$ cat src/rtl/float_accumulate_sequencer_if.sv
`default_nettype none
//==============================================================================
// Module      : float_accumulate_sequencer_if
// Description : Bus bundle for float_accumulate_sequencer. Groups the operand
//               stream (In*), the FloatAdder issue/result handshake (Add*) and
//               the group-sum output handshake (Sum*).
// Modports    : master - the sequencer (drives InReady, Add*, Sum, SumValid)
//               slave  - the environment (producer, FloatAdder, consumer)
// Signals     : InData[31:0], InLast, InValid, InReady
//               AddOp1[31:0], AddOp2[31:0], AddInputValid
//               AddResult[31:0], AddResultValid
//               Sum[31:0], SumValid, SumReady
// Revision    : 1.0 - initial release
//==============================================================================
interface float_accumulate_sequencer_if;
   logic [31:0] InData;
   logic        InLast;
   logic        InValid;
   logic        InReady;
   logic [31:0] AddOp1;
   logic [31:0] AddOp2;
   logic        AddInputValid;
   logic [31:0] AddResult;
   logic        AddResultValid;
   logic [31:0] Sum;
   logic        SumValid;
   logic        SumReady;

   modport master (
      input  InData, InLast, InValid,
      output InReady,
      output AddOp1, AddOp2, AddInputValid,
      input  AddResult, AddResultValid,
      output Sum, SumValid,
      input  SumReady
   );

   modport slave (
      output InData, InLast, InValid,
      input  InReady,
      input  AddOp1, AddOp2, AddInputValid,
      output AddResult, AddResultValid,
      input  Sum, SumValid,
      output SumReady
   );
endinterface
`default_nettype wire

$ cat src/rtl/float_accumulate_sequencer.sv
`default_nettype none
//==============================================================================
// Module      : float_accumulate_sequencer
// Description : Issuing side of the FloatAdder InputValid/ResultValid
//               handshake. Buffers single-precision operands in a small FIFO,
//               issues one addition at a time with the running sum as Op1,
//               feeds each result back into the accumulator and presents one
//               Sum per InLast-terminated group.
// Parameters  : FIFO_DEPTH     - operand buffer entries (>=2)
//               TIMEOUT_CYCLES - WAIT cycles before an adder op is abandoned
// Ports       : Clock, Reset (sync, active-high), Clear (sync flush)
//               bus     - float_accumulate_sequencer_if.master
//               Busy    - FSM not idle or FIFO non-empty
//               Timeout - sticky, an adder op was abandoned
// Macro       : FACC_SKIP_ZERO_EN - when defined, non-first +/-0 operands are
//               consumed in IDLE without issuing an adder op.
// Revision    : 1.0 - initial release
//==============================================================================
module float_accumulate_sequencer #(
   parameter int FIFO_DEPTH     = 4,
   parameter int TIMEOUT_CYCLES = 64
) (
   input  wire logic                    Clock,
   input  wire logic                    Reset,
   input  wire logic                    Clear,
   float_accumulate_sequencer_if.master bus,
   output logic                         Busy,
   output logic                         Timeout
);

   localparam int PTR_W  = (FIFO_DEPTH > 1) ? $clog2(FIFO_DEPTH) : 1;
   localparam int CNT_W  = $clog2(FIFO_DEPTH + 1);
   localparam int WAIT_W = $clog2(TIMEOUT_CYCLES + 1);

   localparam logic [PTR_W-1:0]  PTR_LAST  = PTR_W'(FIFO_DEPTH - 1);
   localparam logic [CNT_W-1:0]  CNT_FULL  = CNT_W'(FIFO_DEPTH);
   localparam logic [WAIT_W-1:0] WAIT_LAST = WAIT_W'(TIMEOUT_CYCLES - 1);

   typedef enum logic [1:0] {
      S_IDLE   = 2'd0,
      S_ISSUE  = 2'd1,
      S_WAIT   = 2'd2,
      S_OUTPUT = 2'd3
   } state_t;

   state_t state, state_next;

   // Operand FIFO: bit 32 carries InLast alongside the operand.
   logic [32:0]       fifo_mem [FIFO_DEPTH];
   logic [PTR_W-1:0]  wr_ptr, rd_ptr;
   logic [CNT_W-1:0]  fifo_count;
   logic [31:0]       head_data;
   logic              head_last;
   logic              head_zero;
   logic              in_ready;
   logic              push;

   logic [31:0]       acc;
   logic [31:0]       op1, op2;
   logic              first;       // next popped operand starts a new group
   logic              pend_last;   // issued operand closes its group
   logic [WAIT_W-1:0] wait_count;
   logic              timeout_flag;

   // FSM strobes
   logic pop, load_first, skip_op, issue_op, take_result, timeout_hit, sum_fire;

   assign head_data = fifo_mem[rd_ptr][31:0];
   assign head_last = fifo_mem[rd_ptr][32];

`ifdef FACC_SKIP_ZERO_EN
   assign head_zero = (head_data[30:0] == 31'd0);
`else
   assign head_zero = 1'b0;
`endif

   // Gated by Reset/Clear so a push can never slip in during a flush.
   assign in_ready = (fifo_count < CNT_FULL) && !Reset && !Clear;
   assign push     = bus.InValid && in_ready;

   assign bus.InReady       = in_ready;
   assign bus.AddOp1        = op1;
   assign bus.AddOp2        = op2;
   assign bus.AddInputValid = (state == S_ISSUE);
   assign bus.Sum           = acc;
   assign bus.SumValid      = (state == S_OUTPUT);
   assign Busy              = (state != S_IDLE) || (fifo_count != '0);
   assign Timeout           = timeout_flag;

   always_ff @(posedge Clock) begin
      if (Reset || Clear) state <= S_IDLE;
      else                state <= state_next;
   end

   always_comb begin
      state_next  = state;
      pop         = 1'b0;
      load_first  = 1'b0;
      skip_op     = 1'b0;
      issue_op    = 1'b0;
      take_result = 1'b0;
      timeout_hit = 1'b0;
      sum_fire    = 1'b0;
      case (state)
         S_IDLE: begin
            if (fifo_count != '0) begin
               pop = 1'b1;
               if (first) begin
                  // Group opener goes straight into the accumulator.
                  load_first = 1'b1;
                  state_next = head_last ? S_OUTPUT : S_IDLE;
               end else if (head_zero) begin
                  skip_op    = 1'b1;
                  state_next = head_last ? S_OUTPUT : S_IDLE;
               end else begin
                  issue_op   = 1'b1;
                  state_next = S_ISSUE;
               end
            end
         end
         S_ISSUE: state_next = S_WAIT;
         S_WAIT: begin
            // The adder's ResultValid is still stale on the first WAIT
            // cycle (wait_count == 0), so it is only trusted afterwards.
            if ((wait_count != '0) && bus.AddResultValid) begin
               take_result = 1'b1;
               state_next  = pend_last ? S_OUTPUT : S_IDLE;
            end else if (wait_count == WAIT_LAST) begin
               timeout_hit = 1'b1;
               state_next  = pend_last ? S_OUTPUT : S_IDLE;
            end
         end
         S_OUTPUT: begin
            if (bus.SumReady) begin
               sum_fire   = 1'b1;
               state_next = S_IDLE;
            end
         end
         default: state_next = S_IDLE;
      endcase
   end

   always_ff @(posedge Clock) begin
      if (push) fifo_mem[wr_ptr] <= {bus.InLast, bus.InData};
   end

   always_ff @(posedge Clock) begin
      if (Reset || Clear) begin
         wr_ptr       <= '0;
         rd_ptr       <= '0;
         fifo_count   <= '0;
         acc          <= 32'h0;
         op1          <= 32'h0;
         op2          <= 32'h0;
         first        <= 1'b1;
         pend_last    <= 1'b0;
         wait_count   <= '0;
         timeout_flag <= 1'b0;
      end else begin
         if (push) wr_ptr <= (wr_ptr == PTR_LAST) ? '0 : wr_ptr + 1'b1;
         if (pop)  rd_ptr <= (rd_ptr == PTR_LAST) ? '0 : rd_ptr + 1'b1;
         fifo_count <= fifo_count + {{(CNT_W-1){1'b0}}, push}
                                  - {{(CNT_W-1){1'b0}}, pop};

         if (load_first) begin
            acc   <= head_data;
            first <= head_last;
         end
         if (skip_op) first <= head_last;
         if (issue_op) begin
            op1       <= acc;
            op2       <= head_data;
            pend_last <= head_last;
         end

         if (state == S_ISSUE)     wait_count <= '0;
         else if (state == S_WAIT) wait_count <= wait_count + 1'b1;

         if (take_result) acc <= bus.AddResult;
         if (take_result || timeout_hit) first <= pend_last;
         if (timeout_hit) timeout_flag <= 1'b1;
         if (sum_fire)    acc <= 32'h0;
      end
   end

endmodule
`default_nettype wire

$ cat src/flat_wrapper.sv
// flat-port wrapper written by rule: the top's interface ports become plain ports
module float_accumulate_sequencer_flat 
#(
   parameter int FIFO_DEPTH     = 4,
   parameter int TIMEOUT_CYCLES = 64
)
  (Clock, Reset, Clear, Busy, Timeout, bus_InData, bus_InLast, bus_InValid, bus_InReady, bus_AddOp1, bus_AddOp2, bus_AddInputValid, bus_AddResult, bus_AddResultValid, bus_Sum, bus_SumValid, bus_SumReady);
  float_accumulate_sequencer_if bus_i ();
  input  wire logic Clock;
  input  wire logic Reset;
  input  wire logic Clear;
  output logic Busy;
  output logic Timeout;
  input wire logic [$bits(bus_i.InData)-1:0] bus_InData;
  input wire logic [$bits(bus_i.InLast)-1:0] bus_InLast;
  input wire logic [$bits(bus_i.InValid)-1:0] bus_InValid;
  output wire logic [$bits(bus_i.InReady)-1:0] bus_InReady;
  output wire logic [$bits(bus_i.AddOp1)-1:0] bus_AddOp1;
  output wire logic [$bits(bus_i.AddOp2)-1:0] bus_AddOp2;
  output wire logic [$bits(bus_i.AddInputValid)-1:0] bus_AddInputValid;
  input wire logic [$bits(bus_i.AddResult)-1:0] bus_AddResult;
  input wire logic [$bits(bus_i.AddResultValid)-1:0] bus_AddResultValid;
  output wire logic [$bits(bus_i.Sum)-1:0] bus_Sum;
  output wire logic [$bits(bus_i.SumValid)-1:0] bus_SumValid;
  input wire logic [$bits(bus_i.SumReady)-1:0] bus_SumReady;
  assign bus_i.InData = bus_InData;
  assign bus_i.InLast = bus_InLast;
  assign bus_i.InValid = bus_InValid;
  assign bus_InReady = bus_i.InReady;
  assign bus_AddOp1 = bus_i.AddOp1;
  assign bus_AddOp2 = bus_i.AddOp2;
  assign bus_AddInputValid = bus_i.AddInputValid;
  assign bus_i.AddResult = bus_AddResult;
  assign bus_i.AddResultValid = bus_AddResultValid;
  assign bus_Sum = bus_i.Sum;
  assign bus_SumValid = bus_i.SumValid;
  assign bus_i.SumReady = bus_SumReady;
  float_accumulate_sequencer #(.FIFO_DEPTH(FIFO_DEPTH), .TIMEOUT_CYCLES(TIMEOUT_CYCLES)) u_core (.Clock(Clock), .Reset(Reset), .Clear(Clear), .bus(bus_i), .Busy(Busy), .Timeout(Timeout));
endmodule
$ cat config.mk
export PLATFORM = sky130hd
export DESIGN_NAME = float_accumulate_sequencer_flat
export DESIGN_NICKNAME = d
export VERILOG_FILES = /design/src/rtl/float_accumulate_sequencer_if.sv /design/src/rtl/float_accumulate_sequencer.sv /design/src/flat_wrapper.sv
export SDC_FILE = /design/constraint.sdc
export NUM_CORES = 1
export LEC_CHECK = 0
export CAP_MARGIN = 25
export CORE_ASPECT_RATIO = 2
export CORE_MARGIN = 2
export CORE_UTILIZATION = 40
export CTS_CLUSTER_SIZE = 10
export DETAILED_ROUTE_END_ITERATION = 16
export PLACE_DENSITY = 0.6
export SLEW_MARGIN = 20
export SYNTH_ARGS = -nofsm -noshare
export SYNTH_HDL_FRONTEND = slang
export SYNTH_SLANG_ARGS = --single-unit
$ cat constraint.sdc
create_clock -name Clock -period 3.1 [get_ports Clock]
set_input_delay 0.62 -clock Clock [delete_from_list [all_inputs] [get_ports Clock]]
set_output_delay 0.62 -clock Clock [all_outputs]
set_load 0.02 [all_outputs]
## Yosys cells after proc, flatten, opt, wreduce, memory -nomap -nowiden

Memories as Yosys holds them, arrays and structs flattened. A register that Yosys moved wholly into a read port is not among the register bits.
Index checks and enable logic that the tools add are counted.

| operators by class | value |
|---|---|
| add/sub/neg operators | 5 |
| multiplexer cells | 33 |
| reduce and logical (&&, ||, !) cells | 18 |
| magnitude comparators | 1 |
| eq/ne operators | 9 |

Operator list:

| cell | count |
|---|---|
| 32-bit 2-to-1 mux | 2 |
| 2-bit 2-to-1 mux | 11 |
| 1-bit 2-to-1 mux | 19 |
| 2-bit == test, second input constant | 4 |
| 2-bit one-hot mux with 4 select lines | 1 |
| 7-bit by 1-bit adder with 7-bit output, second input constant | 1 |
| 7-bit by 6-bit == test with 1-bit output, second input constant | 1 |
| 7-bit nonzero test | 1 |
| 2-bit nonzero test | 3 |
| 2-bit by 1-bit adder with 2-bit output, second input constant | 2 |
| 1-bit logical AND | 4 |
| 2-bit by 1-bit != test with 1-bit output, second input constant | 2 |
| 2-bit OR reduction | 2 |
| 3-bit by 1-bit adder with 3-bit output | 1 |
| 1-bit logical OR | 3 |
| 3-bit less-than comparator, second input constant | 1 |
| 3-bit by 1-bit != test with 1-bit output, second input constant | 1 |
| 3-bit AND reduction | 1 |
| 3-bit nonzero test | 1 |
| 3-bit by 1-bit subtractor with 3-bit output | 1 |
| 2-bit by 1-bit == test with 1-bit output, second input constant | 1 |
| 1-bit logical NOT | 2 |
| 2-bit logical NOT | 1 |

| storage, ports and cells | value |
|---|---|
| bits in writable memories | 132 |
| register bits | 115 |
| memories kept | 1 |
| input bits | 71 |
| output and inout bits | 101 |

Memories:

| memory | words | width | read ports | clocked after memory_dff | write ports | RTL line | text |
|---|---|---|---|---|---|---|---|
| u_core.fifo_mem | 4 | 33 | 1 | 1 | 1 | float_accumulate_sequencer.sv:49 | `logic [32:0] fifo_mem [FIFO_DEPTH];` |

## Logic depth before layout (Yosys ltp)

| logic depth | value |
|---|---|
| depth after elaboration | 6 |
| mapped depth | 10 |
| mapped depth without buffers | 10 |

## Least setup slack after synthesis

No wires, ideal clock.

| timing path | value |
|---|---|
| kind | input-to-reg |
| start point | input Reset |
| end point | memory u_core.fifo_mem[3][0], enable pin |
| setup time | 0.393 ns |
| stages | 4 |
| buffers on the path | 1 |
| path slack | 0.484 ns |
| required time | 2.707 ns |
| arrival | 2.223 ns |
| cell sequence | or2_0 > clkbuf_1 > nor3b_2 > and2_1 |

| between the ends | value |
|---|---|
| cells in the longest elaborated chain, start to end | 6 |

Ends and longest elaborated chain:

| element | RTL line | text |
|---|---|---|
| start, declared | flat_wrapper.sv:10 | `input wire logic Reset;` |
| 1-bit logical NOT | float_accumulate_sequencer.sv:78 | `assign in_ready = (fifo_count < CNT_FULL) && !Reset && !Clear;` |
| 1-bit logical AND (2 in a row) | float_accumulate_sequencer.sv:78 |  |
| 1-bit logical AND | float_accumulate_sequencer.sv:79 | `assign push = bus.InValid && in_ready;` |
| via u_core.push | float_accumulate_sequencer.sv:56 | `logic push;` |
| 1-bit 2-to-1 mux | float_accumulate_sequencer.sv:144 | `if (push) fifo_mem[wr_ptr] <= {bus.InLast, bus.InData};` |
| 1-bit 2-to-1 mux (not written as such) | float_accumulate_sequencer.sv:144 |  |
| end, declared | float_accumulate_sequencer.sv:49 |  |

The timed path passes the listed nets, and every way through them passes these cells.

## Worst setup path after layout

| timing path | value |
|---|---|
| start point | register u_core.fifo_count[2] |
| end point | output Busy |

| between the ends | value |
|---|---|
| cells in the longest elaborated chain, start to end | 2 |

Ends and longest elaborated chain:

| element | RTL line | text |
|---|---|---|
| start, declared | float_accumulate_sequencer.sv:51 | `logic [CNT_W-1:0] fifo_count;` |
| start signal, assigned | float_accumulate_sequencer.sv:162 | `fifo_count <= fifo_count + {{(CNT_W-1){1'b0}}, push}` |
| 3-bit nonzero test | float_accumulate_sequencer.sv:87 | `assign Busy = (state != S_IDLE) \|\| (fifo_count != '0);` |
| 1-bit logical OR | float_accumulate_sequencer.sv:87 |  |
| end, declared | flat_wrapper.sv:12 | `output logic Busy;` |

No other way between the ends.

==> metrics.md <==
| Metric | Value |
|---|---|
| Power Density | `roughly 670 nW/um^2` |
| Peak VDD IR | `0.441 mV` |
| Tmin final | `2.80 ns` |
| PortBufs | `171` |
| Crit-path max FO | `5` |
| CP Capture Type | `output port` |
| Top-count cell post-synth | `nand2_1` |
| Xor and xnor fraction of the mapped netlist area | `0.469%` |
| Setup TNS | `0 ns` |
| Syn avg cell area | `12.3 um^2` |
| First-pass GRT wire length | `approximately 36 mm` |
| Post-Route WL | `between 20 and 25 mm` |
| Worst-skew pair later-pin latency | `0.54 ns` |
| Final period utilization | `90.4%` |
| Synth Cell Area | `9340 um^2` |
| Kind of critical path | `reg2out` |
| GRT Resource Usage Total | `a little under a fifth` |
| Post-Synth Adder-Cell Area | `1.29%` |
| Fillcell total | `2,083` |
| Post-synthesis cell type count | `39` |
| Synth area leader | `edfxtp_1` |
| Worst setup margin | `0.298 ns` |
| Compound-gate portion of the synthesized area | `9.07%` |
| Clock tree sinks | `249` |
| Post-cts resize count | `0` |
| R2R depth | `5` |
| Synth area leaders | `edfxtp_1, dfxtp_1, nand2_1` |
| Startpoint types | `flop` |
| Main synth FF type | `edfxtp_1` |
| Largest net degree at the start of global routing | `76` |
| FF-to-FF setup slack | `0.83 ns` |
| Total CTS buffers | `28` |
| Nets@finish | `1,009` |
| Initial antenna violation count | `1` |
| Footprint of the multi-input gates | `between 2000 and 3000 um^2` |
| Worst hold margin | `between 0.4 and 0.5 ns` |
| Relative slew slack | `around two fifths` |
| Grt ovf | `0` |
| CTS Hold Buffers Added | `0` |
| Syn_nets | `836` |
| Post-synth top area share | `42.5%` |
| TritonCTS clock tree | `done` |
| Via count | `approximately 6,300` |
| Largest family of logic cells by synthesized area | `simple AND/OR/NAND/NOR gates` |
| EDFF count, synth | `132` |
| Crit path capture | `Busy` |
| CTS Buffer Depth | `3` |
| Clock transition at path regs | `about 0.050 ns` |
| Synth warn | `0` |
| Die area | `24,700 um^2` |
| Final hold viol count | `0` |
| Syn-to-layout area delta | `31.1%` |
| Final Slew Violations | `0` |
| RR Startpoint | `u_core.wait_count[6]` |
| Share of layout cells above drive strength 1 | `10.4%` |
| P_leak | `3.86 nW` |
| Core footprint | `between 20,000 and 25,000 um^2` |
| IO Pins | `around 170` |
| Reg area | `6310 um^2` |
| # DRC | `0` |
| Max-cap violations | `0` |
| DIE HEIGHT | `220 um` |
| Multiplexer share of the synthesized area | `about 8.0%` |
| Post CTS Setup Buffer Count | `0` |
| Setup WS pre-CTS | `0.433 ns` |
| Asr flop ratio synth | `0%` |
| Mapped Cells | `756` |
| Setup Skew | `0.0131 ns` |
| Iter 0 DRT Violations | `335` |
| Slew of the pin with the lowest slew margin | `0.924 ns` |
| Vias in the first global route | `6,427` |
| Htree depth | `1` |
| Post-DRT Antenna Nets | `0` |
| Worst setup path start | `u_core.fifo_count[2]` |
| Reg-to-reg endpoint | `u_core.bus.Sum[28]` |
| Most instantiated cells after synthesis | `nand2_1, edfxtp_1, dfxtp_1, a21oi_1` |
| 1st-pass router iterations | `4` |
| FP Rows | `a little under 80` |
| # setup viols final | `0` |
| Post-synthesis simple-gate area fraction | `around 11%` |
| Initial core utilization | `a little over 40%` |
| Vias per cell | `5.12` |
| Synth Register Bits | `roughly 250` |
| Register area share after synthesis | `67.5%` |
| Worst min-delay path class | `reg2reg` |
| CP arrival | `2.18 ns` |
| DR WL/cell | `18.8 um` |
| Req. time, crit path | `around 2.5 ns` |
| Die Span X | `about 110 um` |
| Fmax | `357 MHz` |
| Root Buffer | `clkbuf_16` |
| RePlAce Congestion | `approximately 0.80` |
| RSZ-0062 raised after global routing | `false` |
| DPL Wire Length | `15.4 mm` |
| Status | `completed` |
-- per-stage QoR --
| step | cells | area [um^2] | total power, W | utilization [%] |
|---|---|---|---|---|
| after floorplan | 756 | 9340 | 0.00468 | - |
| after global placement | 1182 | 11400 | 0.00532 | 49.5 |
| after detailed placement | 1182 | 11400 | 0.00533 | 49.5 |
| after CTS | 1231 | 12200 | 0.00829 | 52.9 |
| after global routing | 1232 | 12200 | 0.00854 | 52.9 |
| final | 1232 | 12200 | 0.00818 | 52.9 |
-- layout by cell type, fill, tap and decap left out, types with 16 or more instances in the layout --
master	count
a21oi_1	75
a31oi_1	33
buf_4	16
clkbuf_1	20
clkbuf_16	29
clkdlybuf4s50_1	171
dfxtp_1	115
edfxtp_1	132
mux4_2	33
nand2_1	210
o21ai_0	26
-- worst max-delay path, cell delays in order, from the launching register on --
cell	delay, ns
dfxtp_1	0.36
nor3_1	0.51
nand2_1	0.19
clkdlybuf4s50_1	0.58
-- cells by family after synthesis --
kind of cell / count (synthesis)
and+or+nand+nor: 252
AOI/OAI and AO/OA: 154
buffers and inverters: 54
adders and majority gates: 9
xor gates and xnor gates: 5
DFF: 249
muxes: 33
-- final cells by class --
class	instances	area share, %
diodes	1	0.0204
clock buffers	49	6.54
inverters	6	0.184
multi-input cells	453	23.2
flip-flops and latches	249	51.5
well taps	283	2.89
repair buffers	191	15.6
-- routing by layer --
layer  global-route usage (%)  routed length (um)  vias to the layer above
met5                        0                   0                        -
met4                     6.63                 700                        0
met2                     35.8               12700                      167
met1                     20.9                8730                     3059
met3                     2.59                1060                       36
li1                         -                   -                     3045
-- registers in the layout, indices dropped and copies added, names as in the netlist, named ones only --
register,flops
u_core.first,1
u_core.bus.AddOp2,32
u_core.fifo_count,3
u_core.state,2
u_core.Timeout,1
u_core.fifo_mem,132
u_core.wr_ptr,2
u_core.rd_ptr,2
u_core.pend_last,1
u_core.bus.Sum,32
u_core.bus.AddOp1,32
u_core.wait_count,7
-- how the worst min path moves through the flow --
stage | cells after the start | from | slack [ns] | to
6_report | 2 | u_core.bus.AddOp1[8] | 0.45 | u_core.bus.AddOp1[8]
2_1_floorplan | 2 | u_core.pend_last | 0.45 | u_core.pend_last
3_5_place_dp | 2 | u_core.bus.AddOp1[1] | 0.45 | u_core.bus.AddOp1[1]
5_1_grt | 2 | u_core.bus.AddOp2[6] | 0.48 | u_core.bus.AddOp2[6]
4_1_cts | 2 | u_core.bus.AddOp1[1] | 0.45 | u_core.bus.AddOp1[1]
3_3_place_gp | 2 | u_core.bus.AddOp1[1] | 0.44 | u_core.bus.AddOp1[1]
-- power breakdown --
part           internal, W  switching (W)
sequential         0.00361       0.000129
clock              0.00172        0.00122
combinational     0.000606       0.000887
No activity file was read; power rests on OpenSTA's default activity.
